### src/rtl/ps2_host_tx.sv
// ps2_host_tx
// PS/2 host-to-device transmitter. Sends one command byte to the keyboard:
// it holds ps2clk low (request-to-send inhibit), asserts the start bit and
// releases the clock. It then shifts out data LSB first, odd parity and stop
// on each device falling clock edge, and finally samples the device ACK.
// Each protocol phase is covered by a timeout. Both lines are driven
// open-collector through *_oe outputs.
//
// Ports
//   clk, reset        system clock, synchronous active-high reset
//   tx_data/tx_valid  command byte and request; accepted when tx_ready=1
//   tx_ready          high only while idle
//   tx_done/tx_err    one-cycle completion pulse; tx_err=1 on NACK/timeout
//   busy, rx_inhibit  high while a transfer is in progress
//   ps2clk_in/dat_in  raw (asynchronous) pin levels
//   ps2clk_oe/dat_oe  1 = pull the line low
module ps2_host_tx #(
    parameter int unsigned INHIBIT_CYCLES     = 400,
    parameter int unsigned FIRST_EDGE_TIMEOUT = 60000,
    parameter int unsigned PACKET_TIMEOUT     = 8000
) (
    input  logic       clk,
    input  logic       reset,
    input  logic [7:0] tx_data,
    input  logic       tx_valid,
    output logic       tx_ready,
    output logic       tx_done,
    output logic       tx_err,
    output logic       busy,
    output logic       rx_inhibit,
    input  logic       ps2clk_in,
    input  logic       ps2dat_in,
    output logic       ps2clk_oe,
    output logic       ps2dat_oe
);

    localparam logic [15:0] INH_LD = 16'(INHIBIT_CYCLES);
    localparam logic [15:0] FET_LD = 16'(FIRST_EDGE_TIMEOUT);
    localparam logic [15:0] PKT_LD = 16'(PACKET_TIMEOUT);

    // DONE is a one-cycle state that carries the tx_done pulse, so tx_ready
    // only comes back the cycle after it.
    typedef enum logic [2:0] {
        IDLE,
        INHIBIT,
        REQ,
        RELEASE,
        SEND,
        WAIT_IDLE,
        DONE
    } state_t;

    state_t      state_q, state_d;
    logic [15:0] cnt_q, cnt_d;
    logic [7:0]  sr_q, sr_d;
    logic        par_q, par_d;
    logic [3:0]  nbit_q, nbit_d;
    logic        ack_ok_q, ack_ok_d;
    logic        err_q, err_d;
    logic        clk_oe_q, clk_oe_d;
    logic        dat_oe_q, dat_oe_d;

    // Two-stage synchronisers plus an edge register on the clock line.
    logic        clk_s1_q, clk_s2_q, clk_prev_q;
    logic        dat_s1_q, dat_s2_q;

    logic        fall;
    logic        expire;
    logic [3:0]  bit_n;

    assign fall   = clk_prev_q & ~clk_s2_q;
    // The counter "hits 0" on the cycle its decrement would reach zero.
    assign expire = (cnt_q <= 16'd1);
    assign bit_n  = nbit_q + 4'd1;

    always_ff @(posedge clk) begin
        if (reset) begin
            clk_s1_q   <= 1'b1;
            clk_s2_q   <= 1'b1;
            clk_prev_q <= 1'b1;
            dat_s1_q   <= 1'b1;
            dat_s2_q   <= 1'b1;
        end else begin
            clk_s1_q   <= ps2clk_in;
            clk_s2_q   <= clk_s1_q;
            clk_prev_q <= clk_s2_q;
            dat_s1_q   <= ps2dat_in;
            dat_s2_q   <= dat_s1_q;
        end
    end

    always_ff @(posedge clk) begin
        if (reset) begin
            state_q  <= IDLE;
            cnt_q    <= 16'd0;
            sr_q     <= 8'd0;
            par_q    <= 1'b0;
            nbit_q   <= 4'd0;
            ack_ok_q <= 1'b0;
            err_q    <= 1'b0;
            clk_oe_q <= 1'b0;
            dat_oe_q <= 1'b0;
        end else begin
            state_q  <= state_d;
            cnt_q    <= cnt_d;
            sr_q     <= sr_d;
            par_q    <= par_d;
            nbit_q   <= nbit_d;
            ack_ok_q <= ack_ok_d;
            err_q    <= err_d;
            clk_oe_q <= clk_oe_d;
            dat_oe_q <= dat_oe_d;
        end
    end

    always_comb begin
        state_d  = state_q;
        cnt_d    = cnt_q;
        sr_d     = sr_q;
        par_d    = par_q;
        nbit_d   = nbit_q;
        ack_ok_d = ack_ok_q;
        err_d    = err_q;
        clk_oe_d = clk_oe_q;
        dat_oe_d = dat_oe_q;

        unique case (state_q)
            IDLE: begin
                clk_oe_d = 1'b0;
                dat_oe_d = 1'b0;
                if (tx_valid) begin
                    sr_d     = tx_data;
                    par_d    = ~^tx_data;
                    cnt_d    = INH_LD;
                    err_d    = 1'b0;
                    ack_ok_d = 1'b0;
                    clk_oe_d = 1'b1;
                    state_d  = INHIBIT;
                end
            end

            INHIBIT: begin
                cnt_d = cnt_q - 16'd1;
                if (expire) begin
                    dat_oe_d = 1'b1;  // start bit
                    state_d  = REQ;
                end
            end

            REQ: begin
                clk_oe_d = 1'b0;
                cnt_d    = FET_LD;
                nbit_d   = 4'd0;
                state_d  = RELEASE;
            end

            // RELEASE and SEND share the bit logic: the first device edge
            // already carries data bit 0 and re-arms the packet timeout.
            RELEASE, SEND: begin
                cnt_d = cnt_q - 16'd1;
                if (expire) begin
                    clk_oe_d = 1'b0;
                    dat_oe_d = 1'b0;
                    err_d    = 1'b1;
                    state_d  = DONE;
                end else if (fall) begin
                    if (state_q == RELEASE) cnt_d = PKT_LD;
                    state_d = SEND;
                    nbit_d  = bit_n;
                    if (bit_n <= 4'd8) begin
                        dat_oe_d = ~sr_q[0];
                        sr_d     = {1'b0, sr_q[7:1]};
                    end else if (bit_n == 4'd9) begin
                        dat_oe_d = ~par_q;
                    end else if (bit_n == 4'd10) begin
                        dat_oe_d = 1'b0;  // stop bit
                    end else begin
                        dat_oe_d = 1'b0;
                        ack_ok_d = ~dat_s2_q;
                        state_d  = WAIT_IDLE;
                    end
                end
            end

            // Packet counter keeps running until both lines float high.
            WAIT_IDLE: begin
                cnt_d    = cnt_q - 16'd1;
                clk_oe_d = 1'b0;
                dat_oe_d = 1'b0;
                if (expire) begin
                    err_d   = 1'b1;
                    state_d = DONE;
                end else if (clk_s2_q && dat_s2_q) begin
                    err_d   = ~ack_ok_q;
                    state_d = DONE;
                end
            end

            DONE: begin
                clk_oe_d = 1'b0;
                dat_oe_d = 1'b0;
                state_d  = IDLE;
            end

            default: begin
                clk_oe_d = 1'b0;
                dat_oe_d = 1'b0;
                state_d  = IDLE;
            end
        endcase
    end

    assign tx_ready   = (state_q == IDLE);
    assign tx_done    = (state_q == DONE);
    assign tx_err     = (state_q == DONE) & err_q;
    assign busy       = (state_q != IDLE);
    assign rx_inhibit = busy;
    assign ps2clk_oe  = clk_oe_q;
    assign ps2dat_oe  = dat_oe_q;

endmodule
### config.mk
export PLATFORM = sky130hd
export DESIGN_NAME = ps2_host_tx
export DESIGN_NICKNAME = d
export VERILOG_FILES = /design/src/rtl/ps2_host_tx.sv
export SDC_FILE = /design/constraint.sdc
export NUM_CORES = 1
export LEC_CHECK = 0
export CAP_MARGIN = 25
export CORE_ASPECT_RATIO = 1.5
export CORE_UTILIZATION = 58
export CTS_CLUSTER_DIAMETER = 200
export DETAILED_ROUTE_END_ITERATION = 6
export PLACE_DENSITY_LB_ADDON = 0.05
export SLEW_MARGIN = 0
export SYNTH_ARGS = -nofsm -noshare
export SYNTH_HDL_FRONTEND = slang
export SYNTH_SLANG_ARGS = --single-unit
### constraint.sdc
create_clock -name clk -period 2.5 [get_ports clk]
set_input_delay 0.25 -clock clk [delete_from_list [all_inputs] [get_ports clk]]
set_output_delay 0.25 -clock clk [all_outputs]
set_load 0.01 [all_outputs]
==> impl_results.rst, run 1 <==
.. list-table::
   :header-rows: 1

   * - Metric
     - Value
   * - Result of the run
     - finished, final reports clean
   * - Fmax
     - 440 MHz
   * - Number of antenna violations at the first check in global routing
     - 0
   * - Total negative setup slack
     - 0 ns
   * - Count of pins over their slew limit
     - 0
   * - Starting DRC count in detailed routing
     - 48
   * - Drt via density
     - 6.34
   * - Via Count
     - 2377
   * - R2R Path End
     - cnt_q[2]$_SDFFE_PP0P_
   * - Data required time of the worst path
     - 2.25 ns
   * - Aggregate routed wire length
     - 6090 um
   * - Max-cap violations
     - 0
   * - Synthesized area per cell
     - 7.87 um^2
   * - 1st-pass router iterations
     - 5
   * - Wire length of the first global-routing pass
     - 9540 um
   * - Final hold vios
     - 0
   * - Number of cells traversed by the worst register-to-register path
     - 6
   * - Maximum clock path buffer count
     - 2
   * - RSZ-0062 raised after global routing
     - no
   * - Arrival @ worst endpoint
     - 2.02 ns
   * - Netlist cell types
     - 55
   * - Kind of end point of the critical path
     - output port
   * - Synth warnings
     - 0
   * - Crit-path cells
     - nor2_1, nand2_1, buf_4, inv_1, clkdlybuf4s50_1
   * - # port buffers
     - 19
   * - Starting density of the core
     - 61.1%
   * - Post-detailed-placement cell area
     - 2690 um^2
   * - Clock-pin slew reported for the worst setup and hold paths after clock tree synthesis
     - 0.08 ns
   * - Category of the worst setup path launch point
     - register
   * - Sum of overflow across all layers after global routing
     - 0
   * - Post-synthesis cell count
     - 310
   * - Post-route clock period utilization
     - 90.9%
   * - Pin count of the biggest net entering global routing
     - 32
   * - Num CTS Buffers
     - 5
   * - Hold depth
     - 1
   * - Total setup buffers inserted after CTS
     - 0
   * - Die outline area
     - 4470 um^2
   * - Fraction of the yosys area taken by sequential cells
     - 33.7%
   * - Placed cells
     - 368
   * - I/O pins
     - 20
   * - Vias in the first global route
     - 2202
   * - Synthesis-stage register bit count
     - 41
   * - # setup viols final
     - 0
   * - Number of nets still failing antenna checks after routing
     - 0
   * - Peak supply drop
     - 0.000908 V
   * - TritonCTS clock tree
     - done
   * - PD cells
     - 1200 nW/um^2
   * - Setup skew after layout
     - 0.00620 ns
   * - Cts-stage hold buffer count
     - 0
   * - Horizontal extent of the die
     - 54.9 um
   * - Global routing usage summed across all routing layers
     - 29.3%
   * - Final Cell Area
     - 2800 um^2
   * - Remaining design rule violation count
     - 0
   * - Number of H-tree levels
     - 2
   * - Weighted congestion reported at the end of routability-driven placement
     - 0.895
   * - Post-layout net count
     - 348
   * - Number of flops mapped to enable cells by yosys
     - 0
   * - Cell Rows
     - 28
   * - Fillers
     - 362
   * - Sink Count
     - 41
   * - Vert. Die Dim
     - 81.4 um
   * - Footprint of the multi-input gates
     - 1470 um^2
   * - Routed WL per cell
     - 16.2 um
   * - Clock tree root driver cell
     - sky130_fd_sc_hd__clkbuf_8
   * - Category of the most critical setup path
     - reg2out
   * - Area Growth Syn to Fin
     - 14.6%
   * - Worst slew pin tran
     - 0.493 ns
   * - Non-filler cells, final
     - 375
   * - Register area
     - 821 um^2
   * - Largest incremental delay on the critical path
     - 0.54 ns
   * - Final worst slack
     - 0.227 ns
   * - Tmin final
     - 2.27 ns
   * - DPL Wire Length
     - 4500 um
   * - Start point of the critical path
     - state_q[2]$_SDFFE_PP0P_
   * - Most common flop cell mapped by yosys
     - sky130_fd_sc_hd__dfxtp_1
   * - Critical Path Slowest Stage Cell
     - sky130_fd_sc_hd__clkdlybuf4s50_1
   * - Leakage power
     - 1.02 nW
   * - Hold EP
     - clk_s2_q$_SDFF_PP1_
   * - Proportion of layout cells with a drive suffix above 1
     - 11.2%
   * - Worst R2R Setup Slack
     - 0.25 ns
   * - Share of synthesized registers carrying an async set or reset
     - 0%
   * - Netlist area before placement
     - 2440 um^2
   * - Launch point of the worst reg-to-reg path
     - cnt_q[4]$_SDFFE_PP0P_
   * - Hold_sp
     - clk_s1_q$_SDFF_PP1_
   * - CTS resizes
     - 0
   * - Diode insertion count for antenna repair
     - 0
   * - Total nets after synthesis
     - 328
   * - Area inside the core boundary
     - 3990 um^2
   * - Worst-skew pair later-pin latency
     - 0.29 ns
   * - Rel. slew slack
     - 67.2%
   * - Class of the tightest hold or removal check
     - reg2reg
   * - Pre-CTS worst setup slack
     - 0.283 ns
   * - Largest driver fanout on the critical path
     - 15
synth_stat cells, types with 4 or more instances:
master	n	share of area, %
sky130_fd_sc_hd__nand2_1	35	5.4
sky130_fd_sc_hd__nor3_1	10	2.1
sky130_fd_sc_hd__or2_2	5	1.3
sky130_fd_sc_hd__inv_1	9	1.4
sky130_fd_sc_hd__a21oi_1	37	7.6
sky130_fd_sc_hd__dfxtp_1	41	34
sky130_fd_sc_hd__clkbuf_1	11	1.7
sky130_fd_sc_hd__a22oi_1	5	1.5
sky130_fd_sc_hd__o21a_1	4	1.2
sky130_fd_sc_hd__a211o_1	7	2.5
sky130_fd_sc_hd__xnor2_1	8	2.9
sky130_fd_sc_hd__buf_2	4	0.82
sky130_fd_sc_hd__nand3_1	8	1.6
sky130_fd_sc_hd__o21ai_0	22	4.5
sky130_fd_sc_hd__ha_1	5	2.6
sky130_fd_sc_hd__nor2_1	22	3.4
sky130_fd_sc_hd__a31oi_1	8	2.1
critical path: cells and delay by family, from the launching register on:
| kind | cells | cell delay [ns] |
|---|---|---|
| buffers and inverters | 3 | 0.79 |
| AND/OR/NAND/NOR | 2 | 0.47 |
| flip-flops | 1 | 0.47 |
state kept, by name, summed over array words and instances (netlist names):
register / count
state_q: 3
dat_s1_q: 1
dat_s2_q: 1
clk_prev_q: 1
ack_ok_q: 1
ps2dat_oe: 1
nbit_q: 4
sr_q: 8
err_q: 1
clk_s1_q: 1
clk_s2_q: 1
par_q: 1
cnt_q: 16
ps2clk_oe: 1
cell usage in the layout (no fill, tap or decap), types with 4 or more instances in the layout:
cell type / n
sky130_fd_sc_hd__nand2_1: 35
sky130_fd_sc_hd__dfxtp_1: 41
sky130_fd_sc_hd__clkdlybuf4s50_1: 19
sky130_fd_sc_hd__o21a_1: 4
sky130_fd_sc_hd__inv_1: 9
sky130_fd_sc_hd__nor2_1: 22
sky130_fd_sc_hd__buf_4: 15
sky130_fd_sc_hd__or2_2: 5
sky130_fd_sc_hd__a22oi_1: 5
sky130_fd_sc_hd__nand3_1: 8
sky130_fd_sc_hd__xnor2_1: 8
sky130_fd_sc_hd__a21oi_1: 37
sky130_fd_sc_hd__nor3_1: 10
sky130_fd_sc_hd__o21ai_0: 22
sky130_fd_sc_hd__a31oi_1: 8
sky130_fd_sc_hd__a211o_1: 7
sky130_fd_sc_hd__clkbuf_8: 5
sky130_fd_sc_hd__ha_1: 5
power by group:
group | internal [mW] | switching [mW] | leakage (nW) | total, mW
Clock | 0.290 | 0.229 | 0.0540 | 0.520
Combinational | 0.766 | 1.01 | 0.629 | 1.78
Sequential | 0.832 | 0.225 | 0.336 | 1.06
Total | 1.89 | 1.47 | 1.02 | 3.36
worst max path at each step:
stage	to	slack [ns]	cells after the start
after detailed placement	cnt_q[2]$_SDFFE_PP0P_	0.28	6
after floorplan	err_q$_SDFFE_PP0P_	0.43	8
after CTS	tx_ready	0.23	5
after global placement	err_q$_SDFFE_PP0P_	0.32	7
after global routing	cnt_q[2]$_SDFFE_PP0P_	0.06	6
final	tx_ready	0.23	5
metrics by stage:
step,total power [mW],util [%],hold slack [ns]
after global placement,2.80,67.4,0.393
after floorplan,2.33,-,0.354
after global routing,3.60,70.0,0.433
after CTS,3.36,70.0,0.416
after detailed placement,2.83,67.4,0.396
final,3.36,70.0,0.414
per-layer routing:
layer / share of wire [%] / GRT usage [%] / wire length (um)
met4: 3.3 / 15.3 / 198
met5: 0 / 0 / 0
met3: 3.1 / 5.74 / 191
met1: 38 / 29.2 / 2340
met2: 55 / 54.1 / 3360
cell type report:
| cell class | count | area share [%] |
|---|---|---|
| clock buffers | 5 | 2.46 |
| flip-flops and latches | 41 | 29.4 |
| clock inverters | 2 | 1.25 |
| multi-input cells | 238 | 52.7 |
| inverters | 10 | 1.34 |
| repair buffers | 34 | 10.8 |
| well taps | 45 | 2.01 |
logic make-up (layout without fill, tap and decap cells):
| logic type | Yosys count | in the layout | share of synthesized area [%] |
|---|---|---|---|
| AND/OR/NAND/NOR | 112 | 112 | 24.7 |
| AO/OA/AOI/OAI | 110 | 110 | 29.1 |
| flip-flops | 41 | 41 | 33.7 |
| buffers and inverters | 31 | 51 | 5.90 |
| XOR/XNOR | 9 | 9 | 3.23 |
| adder cells (fa/ha/maj) | 5 | 5 | 2.57 |
| multiplexers | 2 | 2 | 0.821 |
No activity file was read; power rests on OpenSTA's default activity.
==> run 2: changes to the inputs <==
Settings changed: CORE_UTILIZATION 58 to 52.
Clock period 2.5 ns to 1.9 ns, I/O delays scaled along.
==> run 2 against run 1 <==
Effect of this change: the run now ends with design-rule violations, negative setup slack left; wire length up 28%; clock skew up 0.00077 ns; final area up 25%; critical path type is now reg2reg; largest power group unchanged; combinational power up 130%.
==> impl_results.rst, run 2 (synthesis results as in run 1) <==
.. list-table::
   :header-rows: 1

   * - Metric
     - Value
   * - Data required time of the worst path
     - 2.07 ns (-0.18 ns)
   * - Wire length of the first global-routing pass
     - 11400 um (+20%)
   * - Remaining design rule violation count
     - 1 (+1)
   * - Vias in the first global route
     - 2495 (+13%)
   * - Most frequent cells in the layout
     - 55 x sky130_fd_sc_hd__buf_4, 33 x sky130_fd_sc_hd__a21oi_1, 33 x sky130_fd_sc_hd__dfxtp_1, 31 x sky130_fd_sc_hd__nand2_1, 21 x sky130_fd_sc_hd__nor2_1
   * - Starting DRC count in detailed routing
     - 233 (+390%)
   * - Global routing usage summed across all routing layers
     - 29.6% (+0.27 points)
   * - Routed WL per cell
     - 18.1 um (+11%)
   * - DPL Wire Length
     - 4960 um (+10%)
   * - Pre-CTS worst setup slack
     - -0.120 ns (-0.403 ns)
   * - Drt via density
     - 6.27 (-1.1%)
   * - Cell Rows
     - 30 (+7.1%)
   * - Largest register FFs
     - 16 (unchanged)
   * - Via Count
     - 2702 (+14%)
   * - Final hold vios
     - 0 (unchanged)
   * - Arrival @ worst endpoint
     - 2.18 ns (+0.16 ns)
   * - Setup skew after layout
     - 0.00697 ns (+0.000768 ns)
   * - Weighted congestion reported at the end of routability-driven placement
     - 0.960 (+7.4%)
   * - PD cells
     - 1750 nW/um^2 (+46%)
   * - Aggregate routed wire length
     - 7800 um (+28%)
   * - Kind of end point of the critical path
     - register
   * - Placed cells
     - 409 (+11%)
   * - Area Growth Syn to Fin
     - 42.9%
   * - Category of the worst setup path launch point
     - register
   * - Sink Count
     - 41 (unchanged)
   * - Register with the highest flop count
     - cnt_q
   * - Clock-pin slew reported for the worst setup and hold paths after clock tree synthesis
     - 0.08 ns (about the same)
   * - Number of nets still failing antenna checks after routing
     - 0 (unchanged)
   * - Number of antenna violations at the first check in global routing
     - 0 (unchanged)
   * - Result of the run
     - complete, but fails checks
   * - Max-cap violations
     - 0 (unchanged)
   * - Area inside the core boundary
     - 4500 um^2 (+13%)
   * - Leakage power
     - 1.38 nW (+35%)
   * - Worst-skew pair later-pin latency
     - 0.29 ns (about the same)
   * - Fmax
     - 498 MHz
   * - Worst slew pin tran
     - 0.471 ns (-0.0215 ns)
   * - Tmin final
     - 2.01 ns
   * - TritonCTS clock tree
     - done
   * - Peak supply drop
     - 0.00144 V (+59%)
   * - Count of pins over their slew limit
     - 0 (unchanged)
   * - Sum of overflow across all layers after global routing
     - 0 (unchanged)
   * - Category of the most critical setup path
     - reg2reg
   * - Post-layout net count
     - 400 (+15%)
   * - RSZ-0062 raised after global routing
     - yes
   * - Starting density of the core
     - 54.1% (-6.9 points)
   * - Fillers
     - 338 (-6.6%)
   * - Diode insertion count for antenna repair
     - 0 (unchanged)
   * - Largest registers in the final layout
     - cnt_q x16, sr_q x8, nbit_q x4
   * - Maximum clock path buffer count
     - 2 (unchanged)
   * - Class of the tightest hold or removal check
     - reg2reg
   * - Most frequent standard cell in the layout excluding fill and tap cells
     - sky130_fd_sc_hd__buf_4
   * - Num CTS Buffers
     - 5 (unchanged)
   * - Horizontal extent of the die
     - 57.9 um (+5.4%)
   * - # port buffers
     - 19 (unchanged)
   * - Largest driver fanout on the critical path
     - 5 (-10)
   * - Final worst slack
     - -0.108 ns (-0.335 ns)
   * - Die outline area
     - 4970 um^2 (+11%)
   * - Clock tree root driver cell
     - sky130_fd_sc_hd__clkbuf_8
   * - Non-filler cells, final
     - 431 (+15%)
   * - Proportion of layout cells with a drive suffix above 1
     - 33.9% (+23 points)
   * - # setup viols final
     - 22 (+22)
   * - Vert. Die Dim
     - 85.9 um (+5.5%)
   * - 1st-pass router iterations
     - 7 (+2)
   * - Post-route clock period utilization
     - 106%
   * - Violated checks
     - design-rule violations, negative setup slack
   * - I/O pins
     - 20 (unchanged)
   * - Cts-stage hold buffer count
     - 0 (unchanged)
   * - Rel. slew slack
     - 68.4% (+1.2 points)
   * - Pin count of the biggest net entering global routing
     - 19 (-41%)
   * - Number of H-tree levels
     - 2 (unchanged)
-- run 2: final timing paths --
path / slack [ns] / end / depth (start not counted) / startpoint
min reg2reg: 0.43 / dat_s2_q$_SDFF_PP1_ / 1 / dat_s1_q$_SDFF_PP1_
max reg2reg: -0.11 / state_q[0]$_SDFFE_PP0P_ / 7 / cnt_q[10]$_SDFFE_PP0P_
min: 0.43 / dat_s2_q$_SDFF_PP1_ / 1 / dat_s1_q$_SDFF_PP1_
max: -0.11 / state_q[0]$_SDFFE_PP0P_ / 7 / cnt_q[10]$_SDFFE_PP0P_
-- run 2: cell type report --
cell class                      count  area, um^2  share of cell area (%)
Multi-Input combinational cell    239        1690                    48.6
Timing Repair Buffer               85         758                    21.8
Clock buffer                        6        82.6                    2.37
Clock inverter                      2        13.8                   0.395
Sequential cell                    41         838                    24.0
Inverter                           10        40.0                    1.15
Tap cell                           48        60.1                    1.72
-- run 2: report_power, final --
group / total, mW / internal (mW) / switching, mW
sequential: 1.37 / 1.12 / 0.256
clock: 0.614 / 0.295 / 0.319
combinational: 4.11 / 2.08 / 2.03
total: 6.10 / 3.49 / 2.61
-- run 2: timing repair --
action	4_1_cts	5_1_grt
cloned	2	0
endpoints found under the setup margin	33	38
resized for setup	17	55
setup buffers	5	7
pin swaps	6	23
-- run 2: routing by layer --
metal  vias to the layer above  share of wire, %  global-route usage [%]
li1                       1271                 -                       -
met2                        90                56                    56.3
met4                         0               4.5                    13.4
met5                         -                 0                       0
met3                        38               4.2                    4.68
met1                      1303                35                    30.6
-- run 2: per-stage QoR --
stage	area [um^2]	TNS [ns]	hold WS (ns)	util, %	power [mW]
floorplan	2450	-0.00544	0.294	-	3.09
detailed placement	2990	-1.61	0.416	66.4	4.26
global placement	2990	-0.667	0.398	66.4	4.24
CTS	3240	-0.0578	0.441	71.9	5.28
finish	3490	-1.06	0.435	77.4	6.10
global route	3490	-2.08	0.451	77.4	6.42
-- run 2: critical path: stages, from the launching register on --
cell                      delay (ns)
sky130_fd_sc_hd__dfxtp_2        0.33
sky130_fd_sc_hd__or3_4          0.40
sky130_fd_sc_hd__nor4_4         0.23
sky130_fd_sc_hd__buf_4          0.18
sky130_fd_sc_hd__and3_4         0.24
sky130_fd_sc_hd__o22a_4         0.18
sky130_fd_sc_hd__mux2i_1        0.24
sky130_fd_sc_hd__a21oi_1        0.10
